### src/rtl/mmac_pkg.sv
// Shared types and helpers for the sequential matrix MAC engine: FSM states,
// default geometry and the clamping adder used by the MAC datapath.
package mmac_pkg;

  localparam int MMAC_N     = 4;
  localparam int MMAC_DW    = 8;
  localparam int MMAC_ACC_W = 24;
  localparam int MMAC_MAXW  = 64;

  typedef enum logic [1:0] {
    ST_LOAD    = 2'd0,
    ST_COMPUTE = 2'd1,
    ST_DRAIN   = 2'd2
  } mmac_state_e;

  typedef struct packed {
    logic                        sat;
    logic signed [MMAC_MAXW-1:0] sum;
  } sat_res_t;

  // Operands already fit in acc_w+1 bits; the add is done wide and clamped to acc_w.
  function automatic sat_res_t sat_add(input logic signed [MMAC_MAXW-1:0] x,
                                       input logic signed [MMAC_MAXW-1:0] y,
                                       input int unsigned                 acc_w);
    logic signed [MMAC_MAXW-1:0] s;
    logic signed [MMAC_MAXW-1:0] hi;
    logic signed [MMAC_MAXW-1:0] lo;
    sat_res_t                    res;
    s  = x + y;
    hi = (64'sd1 <<< (acc_w - 32'd1)) - 64'sd1;
    lo = -hi - 64'sd1;
    if (s > hi) begin
      res.sum = hi;
      res.sat = 1'b1;
    end else if (s < lo) begin
      res.sum = lo;
      res.sat = 1'b1;
    end else begin
      res.sum = s;
      res.sat = 1'b0;
    end
    return res;
  endfunction

endpackage

### src/rtl/mmac_seq_engine_if.sv
// Operand/result streaming bundle of the matrix MAC engine; the engine is the
// slave, the operand source / result sink is the master.
interface mmac_seq_engine_if import mmac_pkg::*; #(
  parameter int N     = MMAC_N,
  parameter int DW    = MMAC_DW,
  parameter int ACC_W = MMAC_ACC_W
) ();

  logic              clear;
  logic              in_valid;
  logic              in_ready;
  logic              in_accum;
  logic [N*DW-1:0]   in_a;
  logic [N*DW-1:0]   in_b;
  logic              out_valid;
  logic              out_ready;
  logic [N*ACC_W-1:0] out_row;
  logic              out_last;
  logic              sat;
  logic              busy;

  modport master (
    output clear, in_valid, in_accum, in_a, in_b, out_ready,
    input  in_ready, out_valid, out_row, out_last, sat, busy
  );

  modport slave (
    input  clear, in_valid, in_accum, in_a, in_b, out_ready,
    output in_ready, out_valid, out_row, out_last, sat, busy
  );

endinterface

### src/rtl/mmac_sat_mac.sv
// Registered partial-sum datapath: seeds on the first k step, adds one signed
// product per cycle and clamps every step so the running sum stays in range.
module mmac_sat_mac import mmac_pkg::*; #(
  parameter int DW    = MMAC_DW,
  parameter int ACC_W = MMAC_ACC_W
) (
  input  logic                    clock,
  input  logic                    reset,
  input  logic                    en,
  input  logic                    first,
  input  logic signed [ACC_W-1:0] seed,
  input  logic signed [DW-1:0]    a,
  input  logic signed [DW-1:0]    b,
  output logic signed [ACC_W-1:0] sum,
  output logic                    sat
);

  logic signed [ACC_W-1:0]     psum_q;
  logic signed [ACC_W-1:0]     psum_d;
  logic signed [2*DW-1:0]      prod_s;
  logic signed [MMAC_MAXW-1:0] base_s;
  sat_res_t                    res_s;

  // Seed select, multiply and saturating add for the current k step
  always_comb begin
    prod_s = a * b;
    if (first) begin
      base_s = MMAC_MAXW'(seed);
    end else begin
      base_s = MMAC_MAXW'(psum_q);
    end
    res_s = sat_add(base_s, MMAC_MAXW'(prod_s), ACC_W);
    sum   = res_s.sum[ACC_W-1:0];
    sat   = res_s.sat;
    if (en) begin
      psum_d = sum;
    end else begin
      psum_d = psum_q;
    end
  end

  // Partial-sum register
  always_ff @(posedge clock or negedge reset) begin
    if (!reset) begin
      psum_q <= {ACC_W{1'b0}};
    end else begin
      psum_q <= psum_d;
    end
  end

endmodule

### src/rtl/mmac_seq_engine.sv
// Sequential N x N matrix multiply-accumulate: loads A/B one row per beat,
// runs N^3 MAC cycles into the persistent C array, then streams C out by row.
module mmac_seq_engine import mmac_pkg::*; #(
  parameter int N     = MMAC_N,
  parameter int DW    = MMAC_DW,
  parameter int ACC_W = MMAC_ACC_W
) (
  input logic              clock,
  input logic              reset,
  mmac_seq_engine_if.slave bus
);

  localparam int            LW       = $clog2(N);
  localparam logic [LW-1:0] IDX_LAST = LW'(N - 1);
  localparam logic [LW-1:0] IDX_ZERO = {LW{1'b0}};

  mmac_state_e             state_q, state_d;
  logic [LW-1:0]           r_q, r_d, i_q, i_d, j_q, j_d, k_q, k_d;
  logic                    accum_q, accum_d, sat_q, sat_d;
  logic signed [DW-1:0]    a_q [N][N];
  logic signed [DW-1:0]    a_d [N][N];
  logic signed [DW-1:0]    b_q [N][N];
  logic signed [DW-1:0]    b_d [N][N];
  logic signed [ACC_W-1:0] c_q [N][N];
  logic signed [ACC_W-1:0] c_d [N][N];
  logic                    mac_en_s, mac_first_s, mac_sat_s;
  logic signed [ACC_W-1:0] mac_seed_s, mac_sum_s;

  assign mac_first_s = (k_q == IDX_ZERO);
  assign mac_seed_s  = accum_q ? c_q[i_q][j_q] : {ACC_W{1'b0}};

  mmac_sat_mac #(.DW(DW), .ACC_W(ACC_W)) u_mac (
    .clock (clock),
    .reset (reset),
    .en    (mac_en_s),
    .first (mac_first_s),
    .seed  (mac_seed_s),
    .a     (a_q[i_q][k_q]),
    .b     (b_q[k_q][j_q]),
    .sum   (mac_sum_s),
    .sat   (mac_sat_s)
  );

  // Next-state, counters and array updates
  always_comb begin
    state_d  = state_q;
    r_d      = r_q;
    i_d      = i_q;
    j_d      = j_q;
    k_d      = k_q;
    accum_d  = accum_q;
    sat_d    = sat_q;
    a_d      = a_q;
    b_d      = b_q;
    c_d      = c_q;
    mac_en_s = 1'b0;
    case (state_q)
      ST_LOAD: begin
        // clear is only meaningful before any beat of the job has landed
        if (bus.clear && (r_q == IDX_ZERO)) begin
          for (int ii = 0; ii < N; ii++) begin
            for (int jj = 0; jj < N; jj++) begin
              c_d[ii][jj] = {ACC_W{1'b0}};
            end
          end
        end else begin
          c_d = c_q;
        end
        if (bus.in_valid) begin
          for (int jj = 0; jj < N; jj++) begin
            a_d[r_q][jj] = bus.in_a[jj*DW +: DW];
            b_d[r_q][jj] = bus.in_b[jj*DW +: DW];
          end
          if (r_q == IDX_ZERO) begin
            accum_d = bus.in_accum;
          end else begin
            accum_d = accum_q;
          end
          if (r_q == IDX_LAST) begin
            state_d = ST_COMPUTE;
            sat_d   = 1'b0;
            r_d     = IDX_ZERO;
          end else begin
            r_d = r_q + 1'b1;
          end
        end else begin
          r_d = r_q;
        end
      end
      ST_COMPUTE: begin
        mac_en_s = 1'b1;
        sat_d    = sat_q | mac_sat_s;
        k_d      = k_q + 1'b1;
        if (k_q == IDX_LAST) begin
          c_d[i_q][j_q] = mac_sum_s;
          j_d           = j_q + 1'b1;
          if (j_q == IDX_LAST) begin
            i_d = i_q + 1'b1;
            if (i_q == IDX_LAST) begin
              state_d = ST_DRAIN;
            end else begin
              state_d = ST_COMPUTE;
            end
          end else begin
            i_d = i_q;
          end
        end else begin
          j_d = j_q;
        end
      end
      ST_DRAIN: begin
        if (bus.out_ready) begin
          r_d = r_q + 1'b1;
          if (r_q == IDX_LAST) begin
            state_d = ST_LOAD;
          end else begin
            state_d = ST_DRAIN;
          end
        end else begin
          r_d = r_q;
        end
      end
      default: begin
        state_d = ST_LOAD;
        r_d     = IDX_ZERO;
      end
    endcase
  end

  // State, counters and operand/result arrays
  always_ff @(posedge clock or negedge reset) begin
    if (!reset) begin
      state_q <= ST_LOAD;
      r_q     <= IDX_ZERO;
      i_q     <= IDX_ZERO;
      j_q     <= IDX_ZERO;
      k_q     <= IDX_ZERO;
      accum_q <= 1'b0;
      sat_q   <= 1'b0;
      for (int ii = 0; ii < N; ii++) begin
        for (int jj = 0; jj < N; jj++) begin
          a_q[ii][jj] <= {DW{1'b0}};
          b_q[ii][jj] <= {DW{1'b0}};
          c_q[ii][jj] <= {ACC_W{1'b0}};
        end
      end
    end else begin
      state_q <= state_d;
      r_q     <= r_d;
      i_q     <= i_d;
      j_q     <= j_d;
      k_q     <= k_d;
      accum_q <= accum_d;
      sat_q   <= sat_d;
      a_q     <= a_d;
      b_q     <= b_d;
      c_q     <= c_d;
    end
  end

  // Status and result outputs, all decoded from registered state
  always_comb begin
    bus.in_ready  = reset && (state_q == ST_LOAD);
    bus.out_valid = (state_q == ST_DRAIN);
    bus.out_last  = (state_q == ST_DRAIN) && (r_q == IDX_LAST);
    bus.sat       = sat_q;
    bus.busy      = !((state_q == ST_LOAD) && (r_q == IDX_ZERO));
    bus.out_row   = {(N*ACC_W){1'b0}};
    for (int jj = 0; jj < N; jj++) begin
      if (state_q == ST_DRAIN) begin
        bus.out_row[jj*ACC_W +: ACC_W] = c_q[r_q][jj];
      end else begin
        bus.out_row[jj*ACC_W +: ACC_W] = {ACC_W{1'b0}};
      end
    end
  end

endmodule

### src/flat_wrapper.sv
// flat-port wrapper written by rule: the top's interface ports become plain ports
module mmac_seq_engine_flat import mmac_pkg::*;
#(
  parameter int N     = MMAC_N,
  parameter int DW    = MMAC_DW,
  parameter int ACC_W = MMAC_ACC_W
)
  (clock, reset, bus_clear, bus_in_valid, bus_in_accum, bus_in_a, bus_in_b, bus_out_ready, bus_in_ready, bus_out_valid, bus_out_row, bus_out_last, bus_sat, bus_busy);
  mmac_seq_engine_if #(.N(N), .DW(DW), .ACC_W(ACC_W)) bus_i ();
  input logic clock;
  input logic reset;
  input wire logic [$bits(bus_i.clear)-1:0] bus_clear;
  input wire logic [$bits(bus_i.in_valid)-1:0] bus_in_valid;
  input wire logic [$bits(bus_i.in_accum)-1:0] bus_in_accum;
  input wire logic [$bits(bus_i.in_a)-1:0] bus_in_a;
  input wire logic [$bits(bus_i.in_b)-1:0] bus_in_b;
  input wire logic [$bits(bus_i.out_ready)-1:0] bus_out_ready;
  output wire logic [$bits(bus_i.in_ready)-1:0] bus_in_ready;
  output wire logic [$bits(bus_i.out_valid)-1:0] bus_out_valid;
  output wire logic [$bits(bus_i.out_row)-1:0] bus_out_row;
  output wire logic [$bits(bus_i.out_last)-1:0] bus_out_last;
  output wire logic [$bits(bus_i.sat)-1:0] bus_sat;
  output wire logic [$bits(bus_i.busy)-1:0] bus_busy;
  assign bus_i.clear = bus_clear;
  assign bus_i.in_valid = bus_in_valid;
  assign bus_i.in_accum = bus_in_accum;
  assign bus_i.in_a = bus_in_a;
  assign bus_i.in_b = bus_in_b;
  assign bus_i.out_ready = bus_out_ready;
  assign bus_in_ready = bus_i.in_ready;
  assign bus_out_valid = bus_i.out_valid;
  assign bus_out_row = bus_i.out_row;
  assign bus_out_last = bus_i.out_last;
  assign bus_sat = bus_i.sat;
  assign bus_busy = bus_i.busy;
  mmac_seq_engine #(.N(N), .DW(DW), .ACC_W(ACC_W)) u_core (.clock(clock), .reset(reset), .bus(bus_i));
endmodule
### config.mk
export PLATFORM = sky130hd
export DESIGN_NAME = mmac_seq_engine_flat
export DESIGN_NICKNAME = d
export VERILOG_FILES = /design/src/rtl/mmac_pkg.sv /design/src/rtl/mmac_seq_engine_if.sv /design/src/rtl/mmac_sat_mac.sv /design/src/rtl/mmac_seq_engine.sv /design/src/flat_wrapper.sv
export SDC_FILE = /design/constraint.sdc
export NUM_CORES = 1
export LEC_CHECK = 0
export CORE_ASPECT_RATIO = 0.7
export CORE_MARGIN = 5
export CORE_UTILIZATION = 30
export CTS_BUF_LIST = sky130_fd_sc_hd__clkbuf_16
export CTS_CLUSTER_SIZE = 40
export DETAILED_ROUTE_END_ITERATION = 8
export PLACE_DENSITY = 0.57
export SLEW_MARGIN = 40
export SYNTH_ARGS = -nofsm -noshare
export SYNTH_HDL_FRONTEND = slang
export SYNTH_SLANG_ARGS = --single-unit
export TNS_END_PERCENT = 100
### constraint.sdc
create_clock -name clock -period 10.9 [get_ports clock]
set_input_delay 1.09 -clock clock [delete_from_list [all_inputs] [get_ports clock]]
set_output_delay 1.09 -clock clock [all_outputs]
set_load 0.01 [all_outputs]
==> results of run 1 <==
==> per-layer routing <==
metal,up-vias,share of wire (%)
li1,11616,-
met1,13797,46
met2,886,44
met3,143,7.0
met4,2,2.6
met5,-,0.011
==> registers in the layout, indices dropped and copies added, names as in the netlist <==
register,cells
u_core.a_q,128
u_core.j_q,2
u_core.bus.sat,1
u_core.k_q,2
u_core.u_mac.psum_q,24
u_core.state_q,2
u_core.i_q,2
u_core.r_q,2
u_core.accum_q,1
u_core.b_q,128
u_core.c_q,384
==> layout make-up <==
| cell class | count | share of cell area (%) |
|---|---|---|
| diodes | 3 | 0.0167 |
| inverters | 114 | 0.952 |
| repair buffers | 275 | 6.34 |
| clock buffers | 79 | 4.40 |
| flip-flops and latches | 676 | 37.7 |
| multi-input cells | 2051 | 44.8 |
| well taps | 1736 | 4.83 |
| clock inverters | 58 | 0.949 |
==> synthesized netlist by cell type, types with 3 or more instances <==
| master | instances |
|---|---|
| buf_6 | 16 |
| a31oi_1 | 4 |
| dfrtp_1 | 676 |
| o21a_1 | 3 |
| o21ai_1 | 129 |
| clkbuf_2 | 7 |
| nor3_1 | 11 |
| o211ai_1 | 3 |
| and2_1 | 138 |
| clkbuf_1 | 215 |
| a21oi_1 | 48 |
| xor2_1 | 9 |
| nand2_1 | 114 |
| mux2_2 | 259 |
| o21bai_1 | 4 |
| nor2_1 | 36 |
| buf_2 | 7 |
| nand3_1 | 395 |
| o21ai_0 | 285 |
| mux4_2 | 295 |
| xnor2_1 | 13 |
| a21o_1 | 8 |
| and3_1 | 9 |
| buf_1 | 26 |
| a211oi_1 | 7 |
| inv_1 | 112 |
| a2111oi_0 | 3 |
| fa_1 | 112 |
| ha_1 | 80 |
| a221o_1 | 7 |
| nand4_1 | 5 |
| buf_12 | 3 |
| nor2b_1 | 23 |
| a31oi_4 | 22 |
==> metrics by stage <==
stage	setup WS [ns]	utilization [%]	hold slack (ns)	cell area, µm²
4_1_cts	0.383	34.9	0.469	44700
3_3_place_gp	0.368	32.9	0.450	42200
6_report	0.531	35.1	0.339	44900
5_1_grt	0.00595	35.1	0.327	44900
3_5_place_dp	0.397	33.0	0.455	42300
2_1_floorplan	0.504	-	0.438	38600
==> kinds of logic (layout without fill, tap and decap cells) <==
logic type / Yosys count / count (layout)
AO/OA/AOI/OAI: 537 / 537
XOR/XNOR: 22 / 22
adder cells (fa/ha/maj): 192 / 192
buffers and inverters: 389 / 526
flip-flops: 676 / 676
multiplexers: 554 / 554
other: 0 / 3
AND/OR/NAND/NOR: 746 / 746
==> worst paths after layout <==
| kind | to | slack, ns | cells after the start |
|---|---|---|---|
| max | u_core.c_q[295] | 0.53 | 36 |
| min | u_core.a_q[123] | 0.34 | 1 |
| max reg2reg | u_core.c_q[295] | 0.53 | 36 |
| min reg2reg | u_core.u_mac.psum_q[14] | 0.47 | 2 |
| max in group asynchronous | u_core.c_q[91] | 8.32 | 4 |
| min in group clock | u_core.u_mac.psum_q[14] | 0.47 | 2 |
==> repair_timing <==
action	in CTS	in global routing
hold buffers	0	0
resized for setup	0	1
buffers inserted	0	10
endpoints found under the setup margin	0	378
==> results.yml, run 1 <==
run_status:
  status: "completed"
sta:
  grt_setup_unrepaired: "no"
  fin_skew_ns: 0.0276
  slew_violations: 0
  tightestPinTransition_ns: 0.883
  period_share_pct: 95.1
  clock.fmax_mhz: 96.4
  setup_viol: 0
  hold_viol: 0
  period_needed_ns: 10.37
  tns_ns: 0
  max_slew_margin_pct: 41.2
place:
  gp_congestion: 0.868
  post-place-cells: 4841
  port_buffers: 170
  dp_hpwl_um: 74800
global_routing:
  met3_usage_pct: 3.74
  grt_util_all_layers_pct: 17.0
  grt-busiest-layer: "met2"
  grt-ovfl-total: 0
  antenna_found_initial: 7
  grt_start_max_net_pins: 101
  grt_pass1_wl_um: 177000
  gr-usage-met1_pct: 24.9
  grt_pass1_vias: 26479
  gr-usage-met2_pct: 25.4
worst_setup_path:
  crit_fanout: 24
  worst_path_max_delay_cell: "dfrtp_4"
  endpoint_kind: "flip-flop"
  crit_buf_inv: 10
  critPathKind: "flip-flop to flip-flop"
  cpLargestDelayFamily: "compound AO/OA/AOI/OAI gates"
  required_ns: 11.39
  setup.worst_path.start: "u_core.i_q[0]"
  timing.critical_path.mode_cell: "ha_1"
  worst_r2r_startpoint: "u_core.i_q[0]"
  cp_slowest_stage_delay_ns: 0.57
  startpoint_type: "flip-flop"
  worstPathArrival_ns: 10.86
layout:
  drive_gt1_share_pct: 25.5
  seq_area_um2: 16900
  layout_commonest_cell: "dfrtp_1"
  layout_common_cells: "dfrtp_1, nand3_1, mux4_2"
  area_growth_syn_to_layout_pct: 16.4
  n_fill_cell: 12447
  multiInputGateArea_um2: 20100
  num-nets-final: 3456
  instances_no_fill: 4992
synth:
  synth_top_cell_area_share_pct: 43.8
  synthSimpleGateAreaFrac_pct: 9.86
  synth_xor_area_share_pct: 0.499
  synthCells: 3116
  seq_area_frac_synth_pct: 43.8
  netlist_area_um2: 38600
  yosysTopAreaCell: "dfrtp_1"
  synthFlopType: "dfrtp_1"
  ys_ff_latch: 676
  synth_top_family_by_area: "multiplexers"
  synthAdderAreaFrac_pct: 8.40
  synthDistinctLibCells: 58
  async_reset_ff_share_pct: 100
  synth-compound-area-share_pct: 8.38
  netlist_top_cells_area: "dfrtp_1, mux4_2, mux2_2, fa_1, nand3_1"
  ys_warn_count: 0
  synth.area.mux_share_pct: 24.8
  synth_edf_count: 0
  synthesis.nets: 3378
  avgSynthCellArea_um2: 12.4
routing:
  drt-vias-per-instance: 5.30
  drt_wl_total_um: 116000
  first_iter_violations: 2497
  wl_per_cell_um: 23.2
  vias: 26444
  final_antenna_net_count: 0
  drtPass1Iterations: 5
  detail_route.drc_violations: 0
floorplan:
  dieArea_um2: 136000
  io_pins: 171
  die_h_um: 310
  start_util_pct: 30.1
  row_count: 110
  core_area_um2: 128000
  fp.dieW_um: 439
cts:
  clock_sinks: 676
  clk_latency_ns: 0.65
  cts_tree: "built"
  clockRootBuffer: "clkbuf_16"
  clk_pin_slew_ns: 0.06
  cts.path.max_buffers: 3
  htreeDepth: 3
  cts_made_buffers: 76
hold_path:
  hold_path.class: "input pin to async pin"
run:
  drv_cap: 0
Power of run 1 is not shown: default switching activity piles up to over one toggle a cycle in this logic, so the estimate is an artifact.
==> run 2, diff against run 1 <==
--- a/config.mk
+++ b/config.mk
@@ -11,7 +11,7 @@
 export CTS_BUF_LIST = sky130_fd_sc_hd__clkbuf_16
 export CTS_CLUSTER_SIZE = 40
 export DETAILED_ROUTE_END_ITERATION = 8
-export PLACE_DENSITY = 0.57
+export PLACE_DENSITY = 0.55
 export SLEW_MARGIN = 40
 export SYNTH_ARGS = -nofsm -noshare
 export SYNTH_HDL_FRONTEND = slang
==> run 2 against run 1 <==
  * Die area unchanged
  * Sequential cell count stayed put
  * Register-to-register slack improved by 0.09 ns
  * Critical path depth down 6
  * Clock-buffer cell count shrank 3
  * Largest cell class unchanged
==> results.yml, run 2 (same netlist as run 1, synthesis figures left out) <==
global_routing:
  grt_pass1_vias: 26192
  grt_util_all_layers_pct: 16.9
  grt_pass1_wl_um: 176000
  grt-ovfl-total: 0
  grt_start_max_net_pins: 129
  antenna_found_initial: 14
run:
  drv_cap: 0
sta:
  slew_violations: 0
  setup_viol: 0
  grt_setup_unrepaired: "no"
  clock.fmax_mhz: 97.3
  tns_ns: 0
  hold_viol: 0
  tightestPinTransition_ns: 0.934
  period_needed_ns: 10.28
  period_share_pct: 94.3
  fin_skew_ns: 0.0353
  max_slew_margin_pct: 37.7
floorplan:
  row_count: 110
  die_h_um: 310
  io_pins: 171
  core_area_um2: 128000
  dieArea_um2: 136000
  start_util_pct: 30.1
  fp.dieW_um: 439
layout:
  area_growth_syn_to_layout_pct: 16.2
  reg_top3: "u_core.c_q: 384 flops, u_core.a_q: 128 flops, u_core.b_q: 128 flops"
  drive_gt1_share_pct: 25.4
  largest_register_ffs: 384
  n_fill_cell: 12497
  num-nets-final: 3460
  max_flop_register: "u_core.c_q"
  layout_commonest_cell: "dfrtp_1"
  layout_common_cells: "dfrtp_1, nand3_1, mux4_2"
cts:
  htreeDepth: 3
  cts_tree: "built"
  clk_pin_slew_ns: 0.06
  cts.path.max_buffers: 3
  hold_buffers: 0
  cts_made_buffers: 76
  clockRootBuffer: "clkbuf_16"
  clk_latency_ns: 0.65
  clock_sinks: 676
worst_setup_path:
  cp_slowest_stage_delay_ns: 0.56
  path_depth: 30
  crit_fanout: 29
  worstPathArrival_ns: 10.75
  reg2reg_slack_ns: 0.62
  r2r_cells: 30
  crit_buf_inv: 4
  endpoint_kind: "flip-flop"
  reg2reg_to: "u_core.c_q[9]"
  timing.critical_path.mode_cell: "fa_1"
  critPathKind: "flip-flop to flip-flop"
  worst_r2r_startpoint: "u_core.i_q[0]"
  startpoint_type: "flip-flop"
  cpLargestDelayFamily: "adder cells"
  required_ns: 11.37
  worst_path_max_delay_cell: "fa_1"
run_status:
  status: "completed"
routing:
  drt-vias-per-instance: 5.20
  final_antenna_net_count: 0
  detail_route.drc_violations: 0
  vias: 25956
  drt_wl_total_um: 115000
  drtPass1Iterations: 5
  wl_per_cell_um: 23.1
  first_iter_violations: 2223
place:
  port_buffers: 170
  gp_congestion: 0.857
  dp_hpwl_um: 75000
hold_path:
  hold_path.class: "input pin to async pin"
==> run 2: cell type report <==
cell class | count | area, µm² | area share (%)
antenna | 4 | 10.0 | 0.0223
tap | 1736 | 2170 | 4.84
clock buffer | 76 | 1900 | 4.24
timing repair buffer | 279 | 2820 | 6.28
multi-input combinational | 2051 | 20100 | 44.9
sequential | 676 | 16900 | 37.7
inverter | 114 | 428 | 0.954
clock inverter | 60 | 467 | 1.04
==> run 2: timing repair <==
item,in CTS,in global routing
gates resized for setup,0,1
setup buffers,0,10
endpoints found under the setup margin,0,23
==> run 2: worst max-delay path by stage <==
stage | start | end | slack, ns
global placement | u_core.i_q[0] | u_core.c_q[281] | 0.63
global route | u_core.k_q[0] | u_core.c_q[9] | 0.08
CTS | u_core.i_q[0] | u_core.c_q[9] | 0.54
floorplan | u_core.k_q[0] | u_core.c_q[136] | 0.50
finish | u_core.i_q[0] | u_core.c_q[9] | 0.62
detailed placement | u_core.i_q[0] | u_core.c_q[45] | 0.58
==> run 2: metrics by stage <==
stage	hold slack [ns]	cell area, µm²	instances	worst slack, ns	utilization, %
floorplan	0.438	38600	3116	0.504	-
global placement	0.452	42300	4842	0.625	33.0
detailed placement	0.455	42400	4845	0.580	33.1
CTS	0.392	44700	4981	0.537	34.9
global route	0.425	44900	4992	0.0780	35.0
finish	0.398	44900	4996	0.623	35.0
==> run 2: routing by layer <==
metal | vias up | wire (µm) | GRT usage, %
met2 | 642 | 52900 | 26.4
met1 | 13541 | 52900 | 24.1
met3 | 148 | 6890 | 3.80
met4 | 12 | 2410 | 3.65
li1 | 11613 | - | -
met5 | - | 102 | 0
Power of run 2 is left out for the same reason.
==> run 3, diff against run 2 <==
==> constraint.sdc (replaced) <==
create_clock -name clock -period 9.4 [get_ports clock]
set_input_delay 0.94 -clock clock [delete_from_list [all_inputs] [get_ports clock]]
set_output_delay 0.94 -clock clock [all_outputs]
set_load 0.01 [all_outputs]
==> run 3 against run 2 <==
  * The flow now finishes with violations (negative setup slack)
  * Cell count increased by 3.6%
  * Sequential share of layout area is 1.9 points lower
  * Critical path type unchanged
  * Utilization up 1.8 points
  * Wire length grew 1.6%
  * Global-route usage is 0.079 points higher
  * Register-to-register slack lost 0.64 ns
==> results.yml, run 3 (same netlist as run 1, synthesis figures left out) <==
cts:
  clockRootBuffer: "clkbuf_16"
  cts_tree: "built"
  cts.path.max_buffers: 3
  clk_latency_ns: 0.65
  hold_buffers: 0
  clock_sinks: 676
  clk_pin_slew_ns: 0.06
  cts_made_buffers: 78
  htreeDepth: 3
routing:
  vias: 26888
  detail_route.drc_violations: 0
  drt_wl_total_um: 117000
  wl_per_cell_um: 22.6
  final_antenna_net_count: 0
  first_iter_violations: 2280
  drtPass1Iterations: 7
  drt-vias-per-instance: 5.20
floorplan:
  io_pins: 171
  row_count: 110
  dieArea_um2: 136000
  die_h_um: 310
  core_area_um2: 128000
  start_util_pct: 30.1
  fp.dieW_um: 439
layout:
  num-nets-final: 3636
  final_util_pct: 36.9
  drive_gt1_share_pct: 30.4
  max_flop_register: "u_core.c_q"
  layout_common_cells: "dfrtp_1, nand3_1, mux4_2"
  postLayoutCellArea_um2: 47200
  area_growth_syn_to_layout_pct: 22.3
  reg_top3: "u_core.c_q: 384 flops, u_core.a_q: 128 flops, u_core.b_q: 128 flops"
  largest_register_ffs: 384
  layout_commonest_cell: "dfrtp_1"
  n_fill_cell: 12325
worst_setup_path:
  setup.worst_path.start: "u_core.i_q[0]"
  startpoint_type: "flip-flop"
  required_ns: 9.88
  cp_slowest_stage_delay_ns: 0.57
  worst_r2r_startpoint: "u_core.i_q[0]"
  worstPathArrival_ns: 9.90
  endpoint_kind: "flip-flop"
  crit_path_end: "u_core.c_q[245]"
  r2r_cells: 34
  critPathKind: "flip-flop to flip-flop"
  reg2reg_slack_ns: -0.02
  crit_fanout: 13
  worst_path_max_delay_cell: "mux4_2"
  reg2reg_to: "u_core.c_q[245]"
global_routing:
  grt_pass1_wl_um: 176000
  grt_pass1_vias: 27228
  grt-ovfl-total: 0
  grt_util_all_layers_pct: 17.0
  grt_start_max_net_pins: 136
  antenna_found_initial: 17
sta:
  holdWs_ns: 0.178
  max_slew_margin_pct: 45.0
  hold_viol: 0
  period_needed_ns: 9.42
  fin_ws_ns: -0.0165
  fin_skew_ns: 0.0326
  tightestPinTransition_ns: 0.822
  slew_violations: 0
  setup_viol: 5
  period_share_pct: 100
  clock.fmax_mhz: 106
  grt_setup_unrepaired: "yes"
run_status:
  violations: "negative setup slack"
  status: "complete, but fails checks"
hold_path:
  hold_path.class: "input pin to async pin"
place:
  dp_hpwl_um: 76400
  place_ws_ns: -0.200
  gp_congestion: 0.854
  post_dp_cell_area_um2: 43800
  port_buffers: 170
run:
  drv_cap: 0
==> run 3: cell count changes in the layout (fill, tap and decap cells not counted), sizes merged <==
cell	before	now
clkinvlp	1	3
bufinv	5	2
buf	110	282
inv	143	135
clkinv	25	36
clkbuf	76	80
==> run 3: metal layers <==
metal	wire, µm	track usage, %
met5	89	0
met1	52800	24.1
met4	3260	5.20
met3	7550	3.75
met2	53300	26.1
==> run 3: critical path, delay by kind of cell, from the launching register on <==
kind	cells	cell delay (ns)
AO/OA/AOI/OAI	10	1.92
adder cells (fa/ha/maj)	7	2.79
buffers and inverters	9	1.40
flip-flops	1	0.51
multiplexers	2	1.09
AND/OR/NAND/NOR	6	1.50
==> run 3: how the worst min path moves through the flow <==
| stage | to | slack [ns] | depth (start not counted) |
|---|---|---|---|
| 6_report | u_core.b_q[5] | 0.18 | 1 |
| 5_1_grt | u_core.b_q[2] | 0.17 | 1 |
| 4_1_cts | u_core.b_q[98] | 0.15 | 1 |
| 3_5_place_dp | u_core.u_mac.psum_q[22] | 0.45 | 2 |
| 3_3_place_gp | u_core.u_mac.psum_q[10] | 0.45 | 2 |
| 2_1_floorplan | u_core.u_mac.psum_q[10] | 0.44 | 2 |
==> run 3: timing repair <==
action,4_1_cts,5_1_grt
gates cloned,3,2
setup endpoints to repair,355,391
pin swaps,3,35
resized for setup,13,67
buffers inserted,11,44
==> run 3: layout make-up <==
cell class | count | area [µm²] | area share (%)
Multi-Input combinational cell | 2051 | 20400 | 43.1
Clock buffer | 78 | 1950 | 4.13
Timing Repair Buffer | 453 | 4950 | 10.5
Tap cell | 1736 | 2170 | 4.60
Antenna cell | 4 | 10.0 | 0.0212
Inverter | 114 | 432 | 0.914
Sequential cell | 676 | 16900 | 35.9
Clock inverter | 62 | 415 | 0.880
==> run 3: stage by stage <==
stage	setup TNS, ns	std cells
finish	-0.0321	5174
global route	-36.17	5174
CTS	-0.171	5123
detailed placement	-19.40	4969
global placement	-6.95	4958
floorplan	0	3116
Power of run 3 is left out for the same reason.
